[src/rtl/bus_cycle_pkg.sv]
// ============================================================================
// Module   : bus_cycle_pkg
// Purpose  : Shared types and helpers for the 68k bus cycle controller.
//            Holds the cycle state encoding, the select-index width and a
//            one-hot to index converter with lowest-bit priority.
// Ports    : none (package)
// Revision : 1.0 - initial release
// ============================================================================
`default_nettype none

package bus_cycle_pkg;

    // Bus cycle states
    typedef enum logic [2:0] {
        IDLE  = 3'd0,
        WAIT  = 3'd1,
        READY = 3'd2,
        ACK   = 3'd3,
        ERR   = 3'd4
    } bus_state_t;

    localparam int c_NUM_SELECTS = 8;
    localparam int c_CS_IDX_W    = $clog2(c_NUM_SELECTS);

    // Widest select vector the index helper accepts
    localparam int c_MAX_SELECTS = 32;
    localparam int c_MAX_IDX_W   = 5;

    // Index of the lowest set bit; a multi-hot vector resolves to its
    // lowest set bit, an all-zero vector returns 0.
    function automatic logic [c_MAX_IDX_W-1:0] onehot_to_idx(
        input logic [c_MAX_SELECTS-1:0] vec
    );
        logic [c_MAX_IDX_W-1:0] idx;
        idx = '0;
        for (int i = c_MAX_SELECTS - 1; i >= 0; i--) begin
            if (vec[i]) begin
                idx = c_MAX_IDX_W'(i);
            end
        end
        return idx;
    endfunction

endpackage

`default_nettype wire

[src/rtl/bus_timeout.sv]
// ============================================================================
// Module   : bus_timeout
// Purpose  : Loadable up-counter with clear and enable. Flags expiry once the
//            count reaches TIMEOUT_CYCLES-1 and then holds there.
// Ports    : clk, rst       - clock, synchronous active-high reset
//            clr            - force count to zero
//            en             - count one step
//            load, load_val - load an arbitrary starting count
//            expired        - count has reached TIMEOUT_CYCLES-1
// Revision : 1.0 - initial release
// ============================================================================
`default_nettype none

module bus_timeout
    import bus_cycle_pkg::*;
#(
    parameter int TIMEOUT_CYCLES = 256,
    localparam int c_CNT_W = $clog2(TIMEOUT_CYCLES)
)(
    input  logic               clk,
    input  logic               rst,
    input  logic               clr,
    input  logic               en,
    input  logic               load,
    input  logic [c_CNT_W-1:0] load_val,
    output logic               expired
);

    localparam logic [c_CNT_W-1:0] c_LAST = c_CNT_W'(TIMEOUT_CYCLES - 1);

    logic [c_CNT_W-1:0] r_count;

    always_ff @(posedge clk) begin
        if (rst || clr) begin
            r_count <= '0;
        end else if (load) begin
            r_count <= load_val;
        end else if (en && (r_count != c_LAST)) begin
            // Saturate so the expired flag stays asserted
            r_count <= r_count + 1'b1;
        end
    end

    assign expired = (r_count == c_LAST);

endmodule

`default_nettype wire

[src/rtl/bus_cycle_ctrl.sv]
// ============================================================================
// Module   : bus_cycle_ctrl
// Purpose  : 68k bus cycle controller. Latches the decoded chip select on
//            address strobe, inserts per-device wait states, optionally waits
//            for device ready, then drives DTACK. Drives BERR on an empty
//            select (and on a bus timeout when BUS_TIMEOUT_EN is defined).
// Macro    : BUS_TIMEOUT_EN - enables the TIMEOUT_CYCLES bus timeout.
// Ports    : clk, rst     - clock, synchronous active-high reset
//            as_n         - CPU address strobe (active low, synchronised)
//            chipselects  - one-hot select from the address decoder
//            wait_cfg     - WAIT_W-bit wait count per device
//            dev_ready    - per-device ready (active high)
//            dtack_n      - data transfer acknowledge (active low)
//            berr_n       - bus error (active low)
//            cs_latched   - select held for the whole cycle, 0 when idle
//            busy         - cycle in progress
// Revision : 1.0 - initial release
// ============================================================================
`default_nettype none

module bus_cycle_ctrl
    import bus_cycle_pkg::*;
#(
    parameter int                     NUM_SELECTS    = c_NUM_SELECTS,
    parameter int                     WAIT_W         = 4,
    parameter logic [NUM_SELECTS-1:0] READY_MASK     = '0,
    parameter int                     TIMEOUT_CYCLES = 256
)(
    input  logic                          clk,
    input  logic                          rst,
    input  logic                          as_n,
    input  logic [NUM_SELECTS-1:0]        chipselects,
    input  logic [NUM_SELECTS*WAIT_W-1:0] wait_cfg,
    input  logic [NUM_SELECTS-1:0]        dev_ready,
    output logic                          dtack_n,
    output logic                          berr_n,
    output logic [NUM_SELECTS-1:0]        cs_latched,
    output logic                          busy
);

    localparam int c_SEL_W = (NUM_SELECTS > 1) ? $clog2(NUM_SELECTS) : 1;

    bus_state_t             r_state;
    logic [WAIT_W-1:0]      r_wait_cnt;
    logic [c_SEL_W-1:0]     r_sel;
    logic                   r_armed;
    logic                   r_dtack_n;
    logic                   r_berr_n;
    logic [NUM_SELECTS-1:0] r_cs_latched;
    logic                   r_busy;

    logic [c_MAX_SELECTS-1:0] w_cs_ext;
    logic [c_SEL_W-1:0]       w_new_sel;
    logic [WAIT_W-1:0]        w_new_wait;
    logic                     w_cs_any;
    logic                     w_needs_ready;
    logic                     w_sel_ready;
    logic                     w_timeout;

    assign w_cs_ext      = c_MAX_SELECTS'(chipselects);
    assign w_new_sel     = c_SEL_W'(onehot_to_idx(w_cs_ext));
    assign w_new_wait    = wait_cfg[w_new_sel*WAIT_W +: WAIT_W];
    assign w_cs_any      = |chipselects;
    assign w_needs_ready = READY_MASK[r_sel];
    assign w_sel_ready   = dev_ready[r_sel];

`ifdef BUS_TIMEOUT_EN
    logic w_to_clr;
    logic w_to_en;

    // Held clear while idle so every cycle starts counting from zero
    assign w_to_clr = (r_state == IDLE);
    assign w_to_en  = (r_state == WAIT) || (r_state == READY);

    bus_timeout #(
        .TIMEOUT_CYCLES (TIMEOUT_CYCLES)
    ) u_timeout (
        .clk      (clk),
        .rst      (rst),
        .clr      (w_to_clr),
        .en       (w_to_en),
        .load     (1'b0),
        .load_val ('0),
        .expired  (w_timeout)
    );
`else
    // Timeout never fires in this build
    assign w_timeout = 1'b0 && (TIMEOUT_CYCLES > 0);
`endif

    always_ff @(posedge clk) begin
        if (rst) begin
            r_state      <= IDLE;
            r_wait_cnt   <= '0;
            r_sel        <= '0;
            r_armed      <= 1'b0;
            r_dtack_n    <= 1'b1;
            r_berr_n     <= 1'b1;
            r_cs_latched <= '0;
            r_busy       <= 1'b0;
        end else begin
            // A new cycle may only start after the strobe has been seen high
            if (as_n) begin
                r_armed <= 1'b1;
            end

            case (r_state)
                IDLE: begin
                    if (!as_n && r_armed) begin
                        r_armed <= 1'b0;
                        r_busy  <= 1'b1;
                        if (w_cs_any) begin
                            r_state      <= WAIT;
                            r_sel        <= w_new_sel;
                            r_cs_latched <= NUM_SELECTS'(1) << w_new_sel;
                            r_wait_cnt   <= w_new_wait;
                        end else begin
                            r_state <= ERR;
                        end
                    end
                end

                WAIT: begin
                    if (as_n) begin
                        r_state      <= IDLE;
                        r_cs_latched <= '0;
                        r_busy       <= 1'b0;
                    end else if ((r_wait_cnt == '0) && !w_needs_ready) begin
                        r_state <= ACK;
                    end else if (w_timeout) begin
                        // Only a transition straight to ACK beats the timeout
                        r_state <= ERR;
                    end else if (r_wait_cnt == '0) begin
                        r_state <= READY;
                    end else begin
                        r_wait_cnt <= r_wait_cnt - 1'b1;
                    end
                end

                READY: begin
                    if (as_n) begin
                        r_state      <= IDLE;
                        r_cs_latched <= '0;
                        r_busy       <= 1'b0;
                    end else if (w_sel_ready) begin
                        r_state <= ACK;
                    end else if (w_timeout) begin
                        r_state <= ERR;
                    end
                end

                ACK: begin
                    if (as_n) begin
                        r_state      <= IDLE;
                        r_dtack_n    <= 1'b1;
                        r_cs_latched <= '0;
                        r_busy       <= 1'b0;
                    end else begin
                        r_dtack_n <= 1'b0;
                    end
                end

                ERR: begin
                    if (as_n) begin
                        r_state      <= IDLE;
                        r_berr_n     <= 1'b1;
                        r_cs_latched <= '0;
                        r_busy       <= 1'b0;
                    end else begin
                        r_berr_n <= 1'b0;
                    end
                end

                default: begin
                    r_state      <= IDLE;
                    r_dtack_n    <= 1'b1;
                    r_berr_n     <= 1'b1;
                    r_cs_latched <= '0;
                    r_busy       <= 1'b0;
                end
            endcase
        end
    end

    assign dtack_n    = r_dtack_n;
    assign berr_n     = r_berr_n;
    assign cs_latched = r_cs_latched;
    assign busy       = r_busy;

endmodule

`default_nettype wire

[config.mk]
export PLATFORM = sky130hd
export DESIGN_NAME = bus_cycle_ctrl
export DESIGN_NICKNAME = d
export VERILOG_FILES = /design/src/rtl/bus_cycle_pkg.sv /design/src/rtl/bus_timeout.sv /design/src/rtl/bus_cycle_ctrl.sv
export SDC_FILE = /design/constraint.sdc
export NUM_CORES = 1
export LEC_CHECK = 0
export BUFFER_PORTS_ARGS = -buffer_cell sky130_fd_sc_hd__buf_2
export CORE_AREA = 10 10 68 70
export CTS_BUF_LIST = sky130_fd_sc_hd__clkbuf_2
export DETAILED_ROUTE_END_ITERATION = 8
export DIE_AREA = 0 0 78 80
export PLACE_DENSITY = 0.79
export SLEW_MARGIN = 0
export SYNTH_ARGS = -nofsm -noshare
export SYNTH_HDL_FRONTEND = slang
export SYNTH_SLANG_ARGS = --single-unit
[constraint.sdc]
create_clock -name clk -period 2.86 [get_ports clk]
set_clock_uncertainty 0.2 [all_clocks]
set_input_delay 0 -clock clk [delete_from_list [all_inputs] [get_ports clk]]
set_output_delay 0 -clock clk [all_outputs]
set_load 0.01 [all_outputs]
==> metrics.txt, run 1 <==
std cell rows 21; unrepaired setup endpoints after global routing false; Fin. Hold Viols 0; Initial DRT Pass Iterations 4; synthesized area per cell 8.04 um^2; vias per cell 5.55; initial core utilization approximately 48%; Reg clk slew, reported paths between 200 and 250 ps; All-Layer GR Usage between 15 and 20%; fin crit share a little over nine tenths; Area contributors post-synth dfxtp_1, mux2i_1, nor2_1; die area 6240 um^2; I/O pin cnt 62; Max Freq about 360 MHz; sequential share of power about a third; top cells by count, synth nor2_1, dfxtp_1, a21oi_1; Leak Pwr approximately 0.96 nW; clock network power share between 10% and 20%; Worst-Skew Late Latency 330 ps; number of port buffers roughly 60; postcts setup bufs 0; Final GP Congestion slightly above 0.9; min-delay worst type input port to flop; WS Path Type input port to flop; PD cells around 520 nW/um^2; Num CTS Buffers 3; Sw Share ~38%; Die Height 80 um; Setup Viol. Count Final 0; actual slew at the worst max-slew pin between 800 and 900 ps; crit path launch type input port; first-pass GRT wire length 8720 um; largest net degree at the start of global routing 26; number of flops mapped to enable cells by yosys 0; root buf cell clkbuf_2; total core area 3280 um^2; DRC viols 0; reg-to-reg slack, setup slightly below 300 ps; FF+latch count, synth 22; cell accounting for the most synthesized area dfxtp_1; count leader, synth nor2_1; TritonCTS clock tree yes; clock sink count 22; first-iteration detailed-routing DRC count 184; FFs w/ async S/R, synth 0%; CP Max Fanout 8; die width about 78 um; CTS Buffer Depth 2; nets roughly 340; initial antenna violation count 0; Most used DFF post-synth dfxtp_1; setup TNS 0 ps; Pint 0.000741 W; Syn Std Cell Area 1580 um^2; Peak VDD IR 314 uV; DR WL/cell about 16 um; max_cap viols 0; number of global-route vias before repair around 1900; worst slack, placed between 600 and 700 ps; GRT overflow 0; library cells used by synthesis a little over 50; Synth Instances between 150 and 200; final worst setup slack 94.6 ps; ANT cells 0; share of layout cells above drive strength 1 29.9%; vias post-DR between 1500 and 2000; total power draw 0.00119 W; Worst setup EP type flop; Worst EP required slightly below 3000 ps; Routed WL between 5000 and 6000 um; register area share after synthesis 27.9%; Rel. slew slack about two fifths; Syn Nets around 250; post-layout min period 2770 ps; htree depth 1; Ys Warns 0; Slew Viols, Final 0; P&R area growth vs syn 44.2%; detailed placer's ending HPWL about 3700 um; P_sw 0.000450 W; Worst EP arrival ~2900 ps; combinational share of power between 40% and 50%; Synth top area share around 28%; outcome complete, no violations; post-route ant nets 0
==> placed cells by master, fill, tap and decap left out, drive strengths merged, types with 3 or more instances in the layout <==
cell / synthesis / layout
a21oi: 16 / 16
a22oi: 8 / 8
a31oi: 3 / 3
buf: 8 / 63
clkbuf: 6 / 3
dfxtp: 22 / 22
dlygate4sd3: 0 / 35
inv: 5 / 5
mux2: 3 / 3
mux2i: 15 / 15
nand2: 14 / 14
nand2b: 4 / 4
nand3: 5 / 5
nor2: 33 / 33
nor3: 3 / 3
nor4: 3 / 3
o211ai: 4 / 4
o21ai: 6 / 6
or2: 4 / 4
or3: 3 / 3
or3b: 3 / 3
==> final timing paths <==
kind,depth (start not counted),endpoint,from
worst min-delay path,5,r_wait_cnt[0],wait_cfg[20]
worst max register to register,7,cs_latched[1],r_state[2]
worst min register to register,2,cs_latched[3],cs_latched[3]
worst max-delay path,8,cs_latched[1],chipselects[5]
==> repair_timing <==
action / CTS / global route
endpoints found under the hold margin: 22 / 0
resized for setup: 0 / 1
hold buffers: 35 / 0
setup endpoints to repair: 0 / 1
==> power groups by stage <==
| stage | sequential, W | combinational (W) | clock [W] |
|---|---|---|---|
| final | 0.000416 | 0.000556 | 0.000218 |
| after floorplan | 0.000391 | 0.000446 | 0 |
| after detailed placement | 0.000421 | 0.000502 | 0 |
| after global placement | 0.000418 | 0.000496 | 0 |
| after CTS | 0.000414 | 0.000546 | 0.000221 |
| after global routing | 0.000426 | 0.000618 | 0.000233 |
==> per-layer routing <==
layer	vias up	wire length [um]	part of all wire (%)	GRT usage [%]
met1	857	1960	38	17.5
met4	0	93	1.8	4.48
met2	65	2830	54	31.3
met5	-	0	0	0
met3	11	325	6.2	4.95
li1	898	-	-	-
==> stage by stage <==
| stage | hold slack, ps | utilization (%) | cell area (um^2) | std cells |
|---|---|---|---|---|
| after floorplan | -10.1 | - | 1580 | 196 |
| after global placement | 86.1 | 57.0 | 1870 | 291 |
| after detailed placement | 90.7 | 57.0 | 1870 | 291 |
| after CTS | 14.8 | 69.1 | 2270 | 330 |
| after global routing | 28.6 | 69.2 | 2270 | 330 |
| final | 7.67 | 69.2 | 2270 | 330 |
==> layout make-up <==
| class | instances | area (um^2) |
|---|---|---|
| Timing Repair Buffer | 98 | 671 |
| Tap cell | 46 | 57.6 |
| Sequential cell | 22 | 440 |
| Fill cell | 259 | 1010 |
| Clock buffer | 3 | 15.0 |
| Inverter | 5 | 18.8 |
| Multi-Input combinational cell | 155 | 1040 |
| Clock inverter | 1 | 30.0 |
==> cell families (layout without fill, tap and decap cells) <==
kind of cell | count (synthesis) | after routing | share of synthesized area [%]
compound gates | 53 | 53 | 24.0
buf+inv | 19 | 107 | 6.35
fa+ha+maj | 2 | 2 | 1.59
simple gates | 80 | 80 | 25.6
flops | 22 | 22 | 27.9
mux | 20 | 20 | 14.5
==> critical path: stages <==
cell and delay (ps):
dlygate4sd3_1 540, buf_2 130, nor4_1 660, nand2_1 170, o21ai_1 580, a32oi_1 90, dlygate4sd3_1 600, nor2_1 80
==> state kept, by name, summed over array words and instances (netlist names) <==
register	cells
r_sel	3
r_armed	1
busy	1
cs_latched	8
berr_n	1
dtack_n	1
r_state	3
r_wait_cnt	4
No activity file was read; power rests on OpenSTA's default activity.
==> run 2, diff against run 1 <==
- CORE_AREA: 10 10 68 70 -> 10 10 66 68
- DIE_AREA: 0 0 78 80 -> 0 0 76 78
- PLACE_DENSITY: 0.79 -> 0.83
- clock period: 2.86 -> 3.3 ns (I/O delays scaled with it)
==> run 2 against run 1 <==
Final area is 3.8% lower. Global-route usage is 0.78 points lower. Non-clock buffer count is 10 lower. Via count fell by 2.2%. Flip-flop and latch count is the same. Critical path type is now flop to flop. Die area decreased by 5.0%. Critical endpoint is now r_wait_cnt[0]. Cell count down 3.0%. Register-to-register slack got worse by 120 ps.
==> metrics.txt, run 2 (same netlist as run 1, synthesis figures left out) <==
Peak VDD IR 308 uV; vias post-DR approximately 1800; Die Height roughly 78 um; GRT overflow 0; final core utilization about 69%; Fin. Hold Viols 0; DRC viols 0; first-pass GRT wire length between 8000 and 9000 um; detailed placer's ending HPWL about 3600 um; clock sink count 22; total core area 3180 um^2; All-Layer GR Usage about 16%; number of global-route vias before repair 1831; Max Freq around 320 MHz; depth of the most critical reg-to-reg path 7; CTS Buffer Depth 2; crit path launch type flop; reg-to-reg slack, setup 170 ps; Leak Pwr around 0.92 nW; post-layout min period around 3100 ps; Rel. slew slack about three fifths; first-iteration detailed-routing DRC count 133; total power draw ~0.0010 W; largest net degree at the start of global routing 26; initial antenna violation count 0; die area around 5900 um^2; htree depth 1; I/O pin cnt 62; vias per cell approximately 5.6; P&R area growth vs syn 38.7%; Num CTS Buffers 3; hold depth 4; max_cap viols 0; WS Path Type flop to flop; Worst EP required around 3400 ps; post-route ant nets 0; Routed WL roughly 5000 um; ANT cells 0; CP Max Fanout 12; nets about 330; worst r2r src r_state[2]; commonest cells after routing, fill and taps aside buf_2, nor2_1, dlygate4sd3_1; R2R Path End r_wait_cnt[0]; PD cells between 400 and 500 nW/um^2; Worst EP arrival between 3000 and 4000 ps; number of port buffers 61; hold path start chipselects[3]; commonest non-fill, non-tap cell in the layout buf_2; setup TNS 0 ps; TritonCTS clock tree yes; Worst setup EP type flop; outcome complete, no violations; Initial DRT Pass Iterations 4; std cell rows 21; min-delay worst type input port to flop; DR WL/cell 16.0 um; Slew Viols, Final 0; Reg clk slew, reported paths between 200 and 250 ps; Final GP Congestion approximately 0.84; fin crit share between 90% and 100%; die width ~76 um; Largest register FFs 8; unrepaired setup endpoints after global routing false; Worst-Skew Late Latency 350 ps; root buf cell clkbuf_2; hold path endpoint cs_latched[3]; Setup Viol. Count Final 0; initial core utilization around half; share of layout cells above drive strength 1 between 30% and 40%; actual slew at the worst max-slew pin around 580 ps
==> run 2: routing by layer <==
metal	wire, um	GRT usage (%)	share of wire [%]	vias up
met5	0	0	0	-
met4	182	4.73	3.5	0
met3	390	4.49	7.6	19
met2	2620	30.4	51	92
met1	1950	16.1	38	801
li1	-	-	-	878
==> run 2: how the worst max path moves through the flow <==
stage	startpoint	endpoint	slack [ps]	cells past startpoint
floorplan	r_wait_cnt[1]	r_wait_cnt[1]	1310	8
global placement	chipselects[6]	r_wait_cnt[1]	1070	7
detailed placement	chipselects[6]	r_wait_cnt[1]	1040	7
CTS	chipselects[5]	r_wait_cnt[0]	30	10
global route	r_state[2]	r_wait_cnt[0]	10	7
finish	r_state[2]	r_wait_cnt[0]	170	7
==> run 2: area by class of cell <==
class	instances	area, um^2
Sequential cell	22	440
Clock inverter	1	30.0
Multi-Input combinational cell	155	1050
Inverter	5	18.8
Fill cell	253	992
Timing Repair Buffer	88	571
Clock buffer	3	15.0
Tap cell	46	57.6
==> run 2: worst max-delay path, cell delays in order (launching register included) <==
cell and delay (ps):
dfxtp_1 490, nor2_2 240, nand3_1 210, a2111oi_1 520, o211ai_1 140, dlygate4sd3_1 610
o211ai_1 100, dlygate4sd3_1 570
==> run 2: power by group <==
part	total [W]	internal, W	switching [W]
Clock	0.000194	0.000104	0.0000898
Combinational	0.000493	0.000233	0.000260
Sequential	0.000359	0.000305	0.0000534
==> run 2: what timing repair did <==
action,CTS,global route
gates resized for setup,0,5
hold buffers,25,0
hold endpoints to repair,22,0
setup endpoints to repair,0,3
setup buffers,0,2
==> run 2: per-stage QoR <==
stage | cells | cell area [um^2] | setup slack (ps) | hold WS [ps]
after CTS | 318 | 2150 | 26.0 | 17.8
after global routing | 320 | 2190 | 12.6 | 50.4
after detailed placement | 289 | 1860 | 1040 | 103
after floorplan | 196 | 1580 | 1310 | -10.1
after global placement | 289 | 1860 | 1070 | 95.3
final | 320 | 2190 | 170 | 39.1
